File: config.mk
export PLATFORM = sky130hd
export DESIGN_NAME = fp_dot_acc
export DESIGN_NICKNAME = d
export VERILOG_FILES = /design/src/rtl/fp_dot_acc.sv
export SDC_FILE = /design/constraint.sdc
export NUM_CORES = 1
export LEC_CHECK = 0
export ABC_CLOCK_PERIOD_IN_PS = 2650
export CORE_ASPECT_RATIO = 1.5
export CORE_UTILIZATION = 57
export DETAILED_ROUTE_END_ITERATION = 8
export PLACE_DENSITY = 0.79
export SETUP_SLACK_MARGIN = 0.02
export SYNTH_ARGS = -nofsm -noshare
export SYNTH_HDL_FRONTEND = slang
export SYNTH_SLANG_ARGS = --single-unit
File: constraint.sdc
create_clock -name clk -period 2.65 [get_ports clk]
set_input_delay 0.3975 -clock clk [delete_from_list [all_inputs] [get_ports clk]]
set_output_delay 0.3975 -clock clk [all_outputs]
set_load 0.05 [all_outputs]
File: src/rtl/fp_dot_acc.sv
// Purpose : streaming Q1.15 x Q1.15 dot-product accumulator; one Q9.23 saturating sum per frame.
// Latency : a last sample accepted on edge t presents its frame result after edge t+3.
// Backpr. : a held result (out_valid && !out_ready) freezes the whole pipeline and drops in_ready.
//
// Ports: clk/rst (async, active-low) | in_valid/in_ready/in_a/in_b/in_last sample stream |
//        out_valid/out_ready/out_data/out_sat/out_cnt frame result stream.
module fp_dot_acc #(
    parameter int CNT_W = 16
) (
    input  logic             clk,
    input  logic             rst,
    input  logic             in_valid,
    output logic             in_ready,
    input  logic [15:0]      in_a,
    input  logic [15:0]      in_b,
    input  logic             in_last,
    output logic             out_valid,
    input  logic             out_ready,
    output logic [31:0]      out_data,
    output logic             out_sat,
    output logic [CNT_W-1:0] out_cnt
);
    localparam logic [CNT_W-1:0] CNT_MAX = '1;

    logic en;

    // stage 1: raw Q2.30 product
    logic               v1_q, v1_d, l1_q, l1_d;
    logic signed [31:0] p1_q, p1_d;
    // stage 2: requantised Q9.23 term
    logic               v2_q, v2_d, l2_q, l2_d;
    logic signed [31:0] t2_q, t2_d;
    // stage 3: running frame state
    logic signed [31:0] acc_q, acc_d;
    logic               sat_q, sat_d;
    logic [CNT_W-1:0]   cnt_q, cnt_d;
    // finished-frame register between the accumulator and the output
    logic               res_vld_q, res_vld_d;
    logic [31:0]        res_dat_q, res_dat_d;
    logic               res_sat_q, res_sat_d;
    logic [CNT_W-1:0]   res_cnt_q, res_cnt_d;
    // output register
    logic               out_vld_q, out_vld_d;
    logic [31:0]        out_dat_q, out_dat_d;
    logic               out_sat_q, out_sat_d;
    logic [CNT_W-1:0]   out_cnt_q, out_cnt_d;

    logic signed [31:0] a_ext, b_ext, rnd, clamped;
    logic signed [32:0] sum;
    logic               clip;
    logic [CNT_W-1:0]   cnt_inc;

    assign en        = !(out_vld_q && !out_ready);
    assign in_ready  = en;
    assign out_valid = out_vld_q;
    assign out_data  = out_dat_q;
    assign out_sat   = out_sat_q;
    assign out_cnt   = out_cnt_q;

    always_comb begin
        a_ext = {{16{in_a[15]}}, in_a};
        b_ext = {{16{in_b[15]}}, in_b};
        // -1 x -1 = +2^30 still fits the 32-bit product, so the low word is exact
        p1_d  = a_ext * b_ext;
        v1_d  = v1_q;
        l1_d  = l1_q;
        if (!en) p1_d = p1_q;
        else begin
            v1_d = in_valid;
            l1_d = in_last;
        end

        // +64 then arithmetic shift gives round-half-up (ties go toward +inf)
        rnd  = p1_q + 32'sd64;
        t2_d = t2_q;
        v2_d = v2_q;
        l2_d = l2_q;
        if (en) begin
            t2_d = rnd >>> 7;
            v2_d = v1_q;
            l2_d = l1_q;
        end

        // 33-bit sum; top two bits disagree exactly when the 32-bit range is left
        sum     = {acc_q[31], acc_q} + {t2_q[31], t2_q};
        clip    = sum[32] != sum[31];
        clamped = clip ? (sum[32] ? 32'sh8000_0000 : 32'sh7FFF_FFFF) : sum[31:0];
        cnt_inc = (cnt_q == CNT_MAX) ? cnt_q : cnt_q + CNT_W'(1);

        acc_d     = acc_q;
        sat_d     = sat_q;
        cnt_d     = cnt_q;
        res_vld_d = res_vld_q;
        res_dat_d = res_dat_q;
        res_sat_d = res_sat_q;
        res_cnt_d = res_cnt_q;
        if (en) begin
            res_vld_d = v2_q && l2_q;
            if (v2_q) begin
                if (l2_q) begin
                    // close the frame and restart from zero on the same edge
                    res_dat_d = clamped;
                    res_sat_d = sat_q | clip;
                    res_cnt_d = cnt_inc;
                    acc_d     = '0;
                    sat_d     = 1'b0;
                    cnt_d     = '0;
                end else begin
                    acc_d = clamped;
                    sat_d = sat_q | clip;
                    cnt_d = cnt_inc;
                end
            end
        end

        out_vld_d = out_vld_q;
        out_dat_d = out_dat_q;
        out_sat_d = out_sat_q;
        out_cnt_d = out_cnt_q;
        if (en) begin
            // en=1 means the current result is taken (or absent), so valid follows the feed
            out_vld_d = res_vld_q;
            if (res_vld_q) begin
                out_dat_d = res_dat_q;
                out_sat_d = res_sat_q;
                out_cnt_d = res_cnt_q;
            end
        end
    end

    always_ff @(posedge clk or negedge rst) begin
        if (!rst) begin
            v1_q      <= 1'b0;
            l1_q      <= 1'b0;
            p1_q      <= '0;
            v2_q      <= 1'b0;
            l2_q      <= 1'b0;
            t2_q      <= '0;
            acc_q     <= '0;
            sat_q     <= 1'b0;
            cnt_q     <= '0;
            res_vld_q <= 1'b0;
            res_dat_q <= '0;
            res_sat_q <= 1'b0;
            res_cnt_q <= '0;
            out_vld_q <= 1'b0;
            out_dat_q <= '0;
            out_sat_q <= 1'b0;
            out_cnt_q <= '0;
        end else begin
            v1_q      <= v1_d;
            l1_q      <= l1_d;
            p1_q      <= p1_d;
            v2_q      <= v2_d;
            l2_q      <= l2_d;
            t2_q      <= t2_d;
            acc_q     <= acc_d;
            sat_q     <= sat_d;
            cnt_q     <= cnt_d;
            res_vld_q <= res_vld_d;
            res_dat_q <= res_dat_d;
            res_sat_q <= res_sat_d;
            res_cnt_q <= res_cnt_d;
            out_vld_q <= out_vld_d;
            out_dat_q <= out_dat_d;
            out_sat_q <= out_sat_d;
            out_cnt_q <= out_cnt_d;
        end
    end
endmodule

==> impl_metrics.py, run 1 <==
metrics = {
    "setup_path": {
        "r2r_start": "acc_q[1]",
        "cpMaxStageDelayCell": "fa_2",
        "critical-path-max-stage-delay_ns": 0.55,
        "critPathKind": "primary input to register",
        "cp_max_fo": 9,
        "setup.worst_path.end_class": "register",
        "cp_cell_sequence": "buf_2 > buf_4 > and2_1 > fa_1 > inv_1 > fa_1 > fa_2 > inv_1 > fa_2 > fa_1 > inv_1 > fa_1 > inv_1 > ha_4 > and3_4 > nand2_1 > a21boi_2 > inv_2 > a211oi_4 > or3_4 > a31oi_4 > or4b_1 > nand3_1",
        "cp-start-kind": "primary input",
        "crit_start": "in_b[6]",
        "cp_top_family": "adder cells",
        "critPathRequiredTime_ns": 3.09,
        "arrival_ns": 6.06,
        "cp_num_buf_inv": 7,
    },
    "yosys": {
        "syn_avg_cell_area_um2": 9.52,
        "yosysWarnings": 0,
        "synth_seq_cells": 204,
        "seq_area_frac_synth_pct": 25.8,
        "syn_area_um2": 19800,
        "postSynthCellCount": 2077,
        "synth.distinct_cells": 72,
        "synth.net_count": 2489,
        "ys.flop_type": "dfrtp_1",
        "synthArstFlopShare_pct": 100,
        "synth_edf_count": 0,
    },
    "layout": {
        "fill_cells": 2092,
        "multiInputGateArea_um2": 14300,
        "drive_gt1_share_pct": 31.7,
        "diodes": 0,
        "layout.nets": 2880,
        "mostFrequentLayoutCell": "inv_1",
        "mostFrequentLayoutCells": "inv_1, nand2_1, buf_4, fa_1, dfrtp_1",
        "syn_to_final_growth_pct": 31.2,
        "area.sequential_um2": 5110,
    },
    "detailed_routing": {
        "remaining_drc_errors": 0,
        "routed-via-count": 16300,
        "drtIter0Drc": 701,
        "routed_wl_um": 54100,
        "firstDrtPassIters": 5,
        "vias_per_cell": 5.61,
        "ant_nets": 0,
        "post_drt_wl_per_cell_um": 18.6,
    },
    "grt": {
        "grt_usage_pct": 30.6,
        "grt_max_degree": 72,
        "gr-total-overflow": 0,
        "grt_pass1_wl_um": 86100,
        "antenna_found_initial": 0,
        "grt_pass1_vias": 17900,
    },
    "timing": {
        "worst_pin_slew_ns": 0.690,
        "fin_skew_ns": 0.0144,
        "post-route-period-util_pct": 212,
        "setup_viol": 92,
        "rsz0062_at_grt": "true",
        "hold_viol_final": 0,
        "worst_slack_ns": -2.97,
        "fin_setup_tns_ns": -96.34,
        "fin_crit_ns": 5.62,
        "slew_violations": 0,
        "fmax_ghz": 0.178,
        "slew_headroom_pct": 53.6,
    },
    "floorplanning": {
        "die_area_um2": 35400,
        "core_um2": 34200,
        "pin_count": 88,
        "die_y_um": 230,
        "initial_core_util_pct": 57.8,
        "die_x_um": 154,
        "row_count": 83,
    },
    "placement": {
        "hpwlAfterDp_um": 36900,
        "gp_congestion": 0.940,
        "io_buffers": 87,
    },
    "hold_path": {
        "min_path_type": "primary input to register",
        "hp-start": "in_valid",
    },
    "clocking": {
        "cts-root-buf": "clkbuf_16",
        "cts_max_path_buffers": 3,
        "insertion_delay_ns": 0.51,
        "clkSinkCount": 204,
        "cts_max_level": 1,
        "cts_tree": "built",
        "cts.clk_slew.worst_paths_ns": 0.07,
        "cts_buffers": 18,
    },
    "run_status": {
        "status": "finished with violations",
        "violations": "setup timing",
    },
    "run": {
        "maxCapViolCount": 0,
    },
}
## worst register-to-register path, stage by stage (launching register included)
cell and delay (ns):
dfrtp_1 0.39, ha_1 0.29, a21o_1 0.13, a21oi_2 0.06
o211ai_1 0.26, nand4_1 0.26, buf_4 0.22, a21oi_4 0.22
nor3_4 0.08, nor4_4 0.33, buf_4 0.20, a21oi_4 0.05
buf_6 0.11, nand2b_4 0.24, buf_16 0.23, o21ai_2 0.12
## kinds of logic after synthesis
| kind of cell | share of synthesized area [%] |
|---|---|
| AND/OR/NAND/NOR | 15.6 |
| buffers and inverters | 8.33 |
| adder cells (fa/ha/maj) | 33.7 |
| AO/OA/AOI/OAI | 9.34 |
| flip-flops | 25.8 |
| XOR/XNOR | 3.94 |
| multiplexers | 3.25 |
## metal layers
metal	wire [µm]	global-route usage [%]
met4	3550	18.2
met2	29600	58.6
met3	2360	2.60
met1	18700	32.4
met5	0	0
## Yosys cell counts, types with 7 or more instances
cell type	n	share of area, %
xor2_1	40	1.8
o31ai_1	10	0.38
a31oi_1	11	0.35
nor3_1	18	0.46
inv_1	327	6.2
a21o_1	24	0.91
o21ai_0	93	2.4
fa_1	262	27
and2_1	124	3.9
o21ai_1	26	0.66
dfrtp_1	204	26
nand3_1	24	0.61
o21ai_2	17	0.75
a21oi_1	58	1.5
nor2_1	98	1.9
nor2b_1	11	0.35
ha_1	113	7.2
xnor2_1	49	2.2
mux2_2	49	2.8
mux2i_1	9	0.46
o21a_1	9	0.34
nor2_2	7	0.22
nand2_1	305	5.8
nand2b_1	12	0.38
nand4_1	12	0.38
clkbuf_1	65	1.2
and3_1	13	0.41
## stage by stage
stage | instance area [µm²] | hold slack [ns] | setup slack, ns | util (%) | cells
floorplan | 20200 | 0.102 | -3.00 | - | 2077
global placement | 23200 | 0.450 | -3.87 | 68.0 | 2784
detailed placement | 23200 | 0.457 | -4.03 | 68.0 | 2784
CTS | 25600 | 0.448 | -2.93 | 74.8 | 2899
global route | 25900 | 0.485 | -3.15 | 75.9 | 2903
finish | 25900 | 0.457 | -2.97 | 75.9 | 2903
## repair_timing
action | 4_1_cts | 5_1_grt
cloned | 12 | 1
endpoints found under the setup margin | 92 | 92
setup buffers | 77 | 24
resized for setup | 370 | 109
pin swaps | 179 | 118
hold buffers | 1 | 0
endpoints found under the hold margin | 65 | 0
## sequential cells by signal, indices dropped and copies added (netlist names)
signal,flops
res_vld_q,1
cnt_q,16
out_sat,1
v2_q,1
sat_q,1
out_valid,1
res_cnt_q,16
res_sat_q,1
l1_q,1
res_dat_q,32
out_cnt,16
p1_q,26
acc_q,32
t2_q,25
v1_q,1
l2_q,1
out_data,32
## cell type report
class | count | share of cell area [%]
clock buffer | 21 | 1.86
clock inverter | 9 | 0.555
inverter | 327 | 4.74
multi-input combinational | 1464 | 55.2
sequential | 204 | 19.7
tap | 425 | 2.05
timing repair buffer | 453 | 15.9
## final timing paths
path	endpoint	slack, ns	cells past startpoint
max in group asynchronous	out_valid	1.45	3
setup reg to reg	res_dat_q[27]	-0.64	15
hold reg to reg	res_dat_q[25]	0.47	2
setup / recovery	p1_q[29]	-2.97	23
hold / removal	v1_q	0.46	3
min in group asynchronous	res_cnt_q[8]	0.48	2
Power of run 1 is not shown: default switching activity piles up to over one toggle a cycle in this logic, so the estimate is an artifact.
==> inputs of run 2 (changes only) <==
--- a/config.mk
+++ b/config.mk
@@ -8,6 +8,7 @@
 export ABC_CLOCK_PERIOD_IN_PS = 2650
 export CORE_ASPECT_RATIO = 1.5
 export CORE_UTILIZATION = 57
+export CTS_CLUSTER_DIAMETER = 50
 export DETAILED_ROUTE_END_ITERATION = 8
 export PLACE_DENSITY = 0.79
 export SETUP_SLACK_MARGIN = 0.02
==> results of run 2 <==
The final DEF is identical to that of run 1; final timing and power are the same.
Power of run 2 is left out for the same reason.
==> inputs of run 3 (changes only) <==
--- a/config.mk
+++ b/config.mk
@@ -6,7 +6,6 @@
 export NUM_CORES = 1
 export LEC_CHECK = 0
 export ABC_CLOCK_PERIOD_IN_PS = 2650
-export CORE_ASPECT_RATIO = 1.5
 export CORE_UTILIZATION = 57
 export CTS_CLUSTER_DIAMETER = 50
 export DETAILED_ROUTE_END_ITERATION = 8
==> run 3 against run 2 <==
The run still ends with setup timing left. Highest routed layer unchanged. Worst setup slack got worse by 0.066 ns. Global-route usage fell by 0.95 points. Register-to-register slack better by 0.03 ns.
==> impl_metrics.py, run 3 (synthesized netlist as in run 1, its figures left out) <==
metrics = {
    "clocking": {
        "insertion_delay_ns": 0.51,
        "cts_max_level": 1,
        "cts_buffers": 19,
        "cts_max_path_buffers": 3,
        "cts.clk_slew.worst_paths_ns": 0.06,
        "cts_tree": "built",
        "clkSinkCount": 204,
        "cts-root-buf": "clkbuf_16",
    },
    "grt": {
        "grt_usage_pct": 29.7,
        "antenna_found_initial": 0,
        "grt_max_degree": 84,
        "grt_pass1_wl_um": 85000,
        "gr-total-overflow": 0,
        "grt_pass1_vias": 17500,
    },
    "setup_path": {
        "timing.rr.end": "res_dat_q[8]",
        "r2r_start": "t2_q[0]",
        "crit_start": "in_a[7]",
        "crit_path_end": "p1_q[31]",
        "worst_r2r_path_depth": 17,
        "critPathKind": "primary input to register",
        "cp-start-kind": "primary input",
        "cp_max_fo": 8,
        "r2r_setup_slack_ns": -0.61,
        "setup.worst_path.end_class": "register",
        "critPathRequiredTime_ns": 3.02,
        "arrival_ns": 6.06,
    },
    "placement": {
        "io_buffers": 87,
        "gp_congestion": 0.925,
        "dpl-instance-area_um2": 23200,
        "place_inst": 2796,
        "hpwlAfterDp_um": 35700,
        "dp_slack_ns": -3.99,
    },
    "timing": {
        "worst_slack_ns": -3.04,
        "post-route-period-util_pct": 215,
        "rsz0062_at_grt": "true",
        "worst_pin_slew_ns": 0.684,
        "fin_crit_ns": 5.69,
        "setup_viol": 92,
        "hold_viol_final": 0,
        "fmax_ghz": 0.176,
        "slew_violations": 0,
        "fin_skew_ns": 0.0195,
        "slew_headroom_pct": 54.0,
    },
    "detailed_routing": {
        "remaining_drc_errors": 0,
        "ant_nets": 0,
        "drtIter0Drc": 1001,
        "routed_wl_um": 53700,
        "vias_per_cell": 5.57,
        "firstDrtPassIters": 5,
        "routed-via-count": 16200,
        "post_drt_wl_per_cell_um": 18.4,
    },
    "floorplanning": {
        "pin_count": 88,
        "core_um2": 33800,
        "row_count": 67,
        "die_y_um": 188,
        "initial_core_util_pct": 58.5,
        "die_area_um2": 35400,
        "die_x_um": 188,
    },
    "layout": {
        "drive_gt1_share_pct": 32.8,
        "syn_to_final_growth_pct": 33.1,
        "final_area_um2": 26300,
        "final_cell_count_no_fill": 2919,
        "layout.nets": 2870,
        "fin_util_pct": 77.8,
        "mostFrequentLayoutCells": "inv_1, nand2_1, buf_4, fa_1, dfrtp_1",
        "diodes": 0,
        "mostFrequentLayoutCell": "inv_1",
        "fill_cells": 1923,
    },
    "run": {
        "maxCapViolCount": 0,
    },
    "run_status": {
        "violations": "setup timing",
        "status": "finished with violations",
    },
    "hold_path": {
        "min_path_type": "register to register",
        "hp-start": "res_dat_q[27]",
    },
}
run 3: cell types whose count changed in the layout (fill, tap and decap cells not counted), sizes merged, moves of 2 or more:
cell	previous run	this run
dlygate4sd2	5	0
clkbuf	26	30
clkinvlp	2	0
clkdlybuf4s15	3	1
run 3: metal layers:
layer	track usage, %	up-vias	wire, µm	part of all wire (%)
met1	35.2	8119	20300	38
met2	55.3	614	28300	53
li1	-	7305	-	-
met4	11.7	0	2600	4.8
met5	0	-	0	0
met3	2.66	208	2610	4.9
run 3: worst min path at each step:
stage	depth (start not counted)	slack, ns	endpoint
CTS	2	0.47	l1_q
finish	2	0.48	res_dat_q[27]
global route	2	0.49	res_dat_q[23]
detailed placement	1	0.45	out_cnt[3]
floorplan	0	0.10	acc_q[0]
global placement	1	0.44	out_cnt[3]
run 3: what timing repair did:
action,in CTS,in global routing
gates cloned,13,0
endpoints found under the hold margin,67,0
pin swaps,215,138
gates resized for setup,415,192
hold buffers,1,0
setup endpoints to repair,91,92
setup buffers,66,25
run 3: metrics by stage:
stage          setup TNS, ns  hold WS, ns
2_1_floorplan         -69.94        0.102
3_3_place_gp         -102.95        0.444
3_5_place_dp         -108.96        0.450
4_1_cts               -80.80        0.472
5_1_grt              -100.78        0.491
6_report              -92.19        0.476
run 3: critical path: stages:
cell and delay [ns]:
buf_6 0.12, and2_4 0.16, fa_1 0.54, inv_1 0.06
fa_1 0.49, fa_1 0.43, fa_1 0.50, inv_1 0.05
fa_1 0.47, inv_1 0.06, fa_1 0.49, inv_2 0.05
ha_4 0.25, nand4_1 0.07, nor2_1 0.13, a31oi_2 0.14
a21oi_2 0.20, o211ai_1 0.11, buf_4 0.17, a211oi_4 0.28
buf_4 0.16, o31a_1 0.17, a211oi_2 0.11, buf_4 0.14
o311a_1 0.29
run 3: area by class of cell:
type / instances / area [µm²] / share of cell area [%]
sequential: 204 / 5110 / 19.4
clock inverter: 7 / 121 / 0.462
tap: 448 / 561 / 2.13
clock buffer: 27 / 536 / 2.04
inverter: 327 / 1230 / 4.69
multi-input combinational: 1464 / 14600 / 55.4
timing repair buffer: 442 / 4170 / 15.9
Power of run 3 is left out for the same reason.
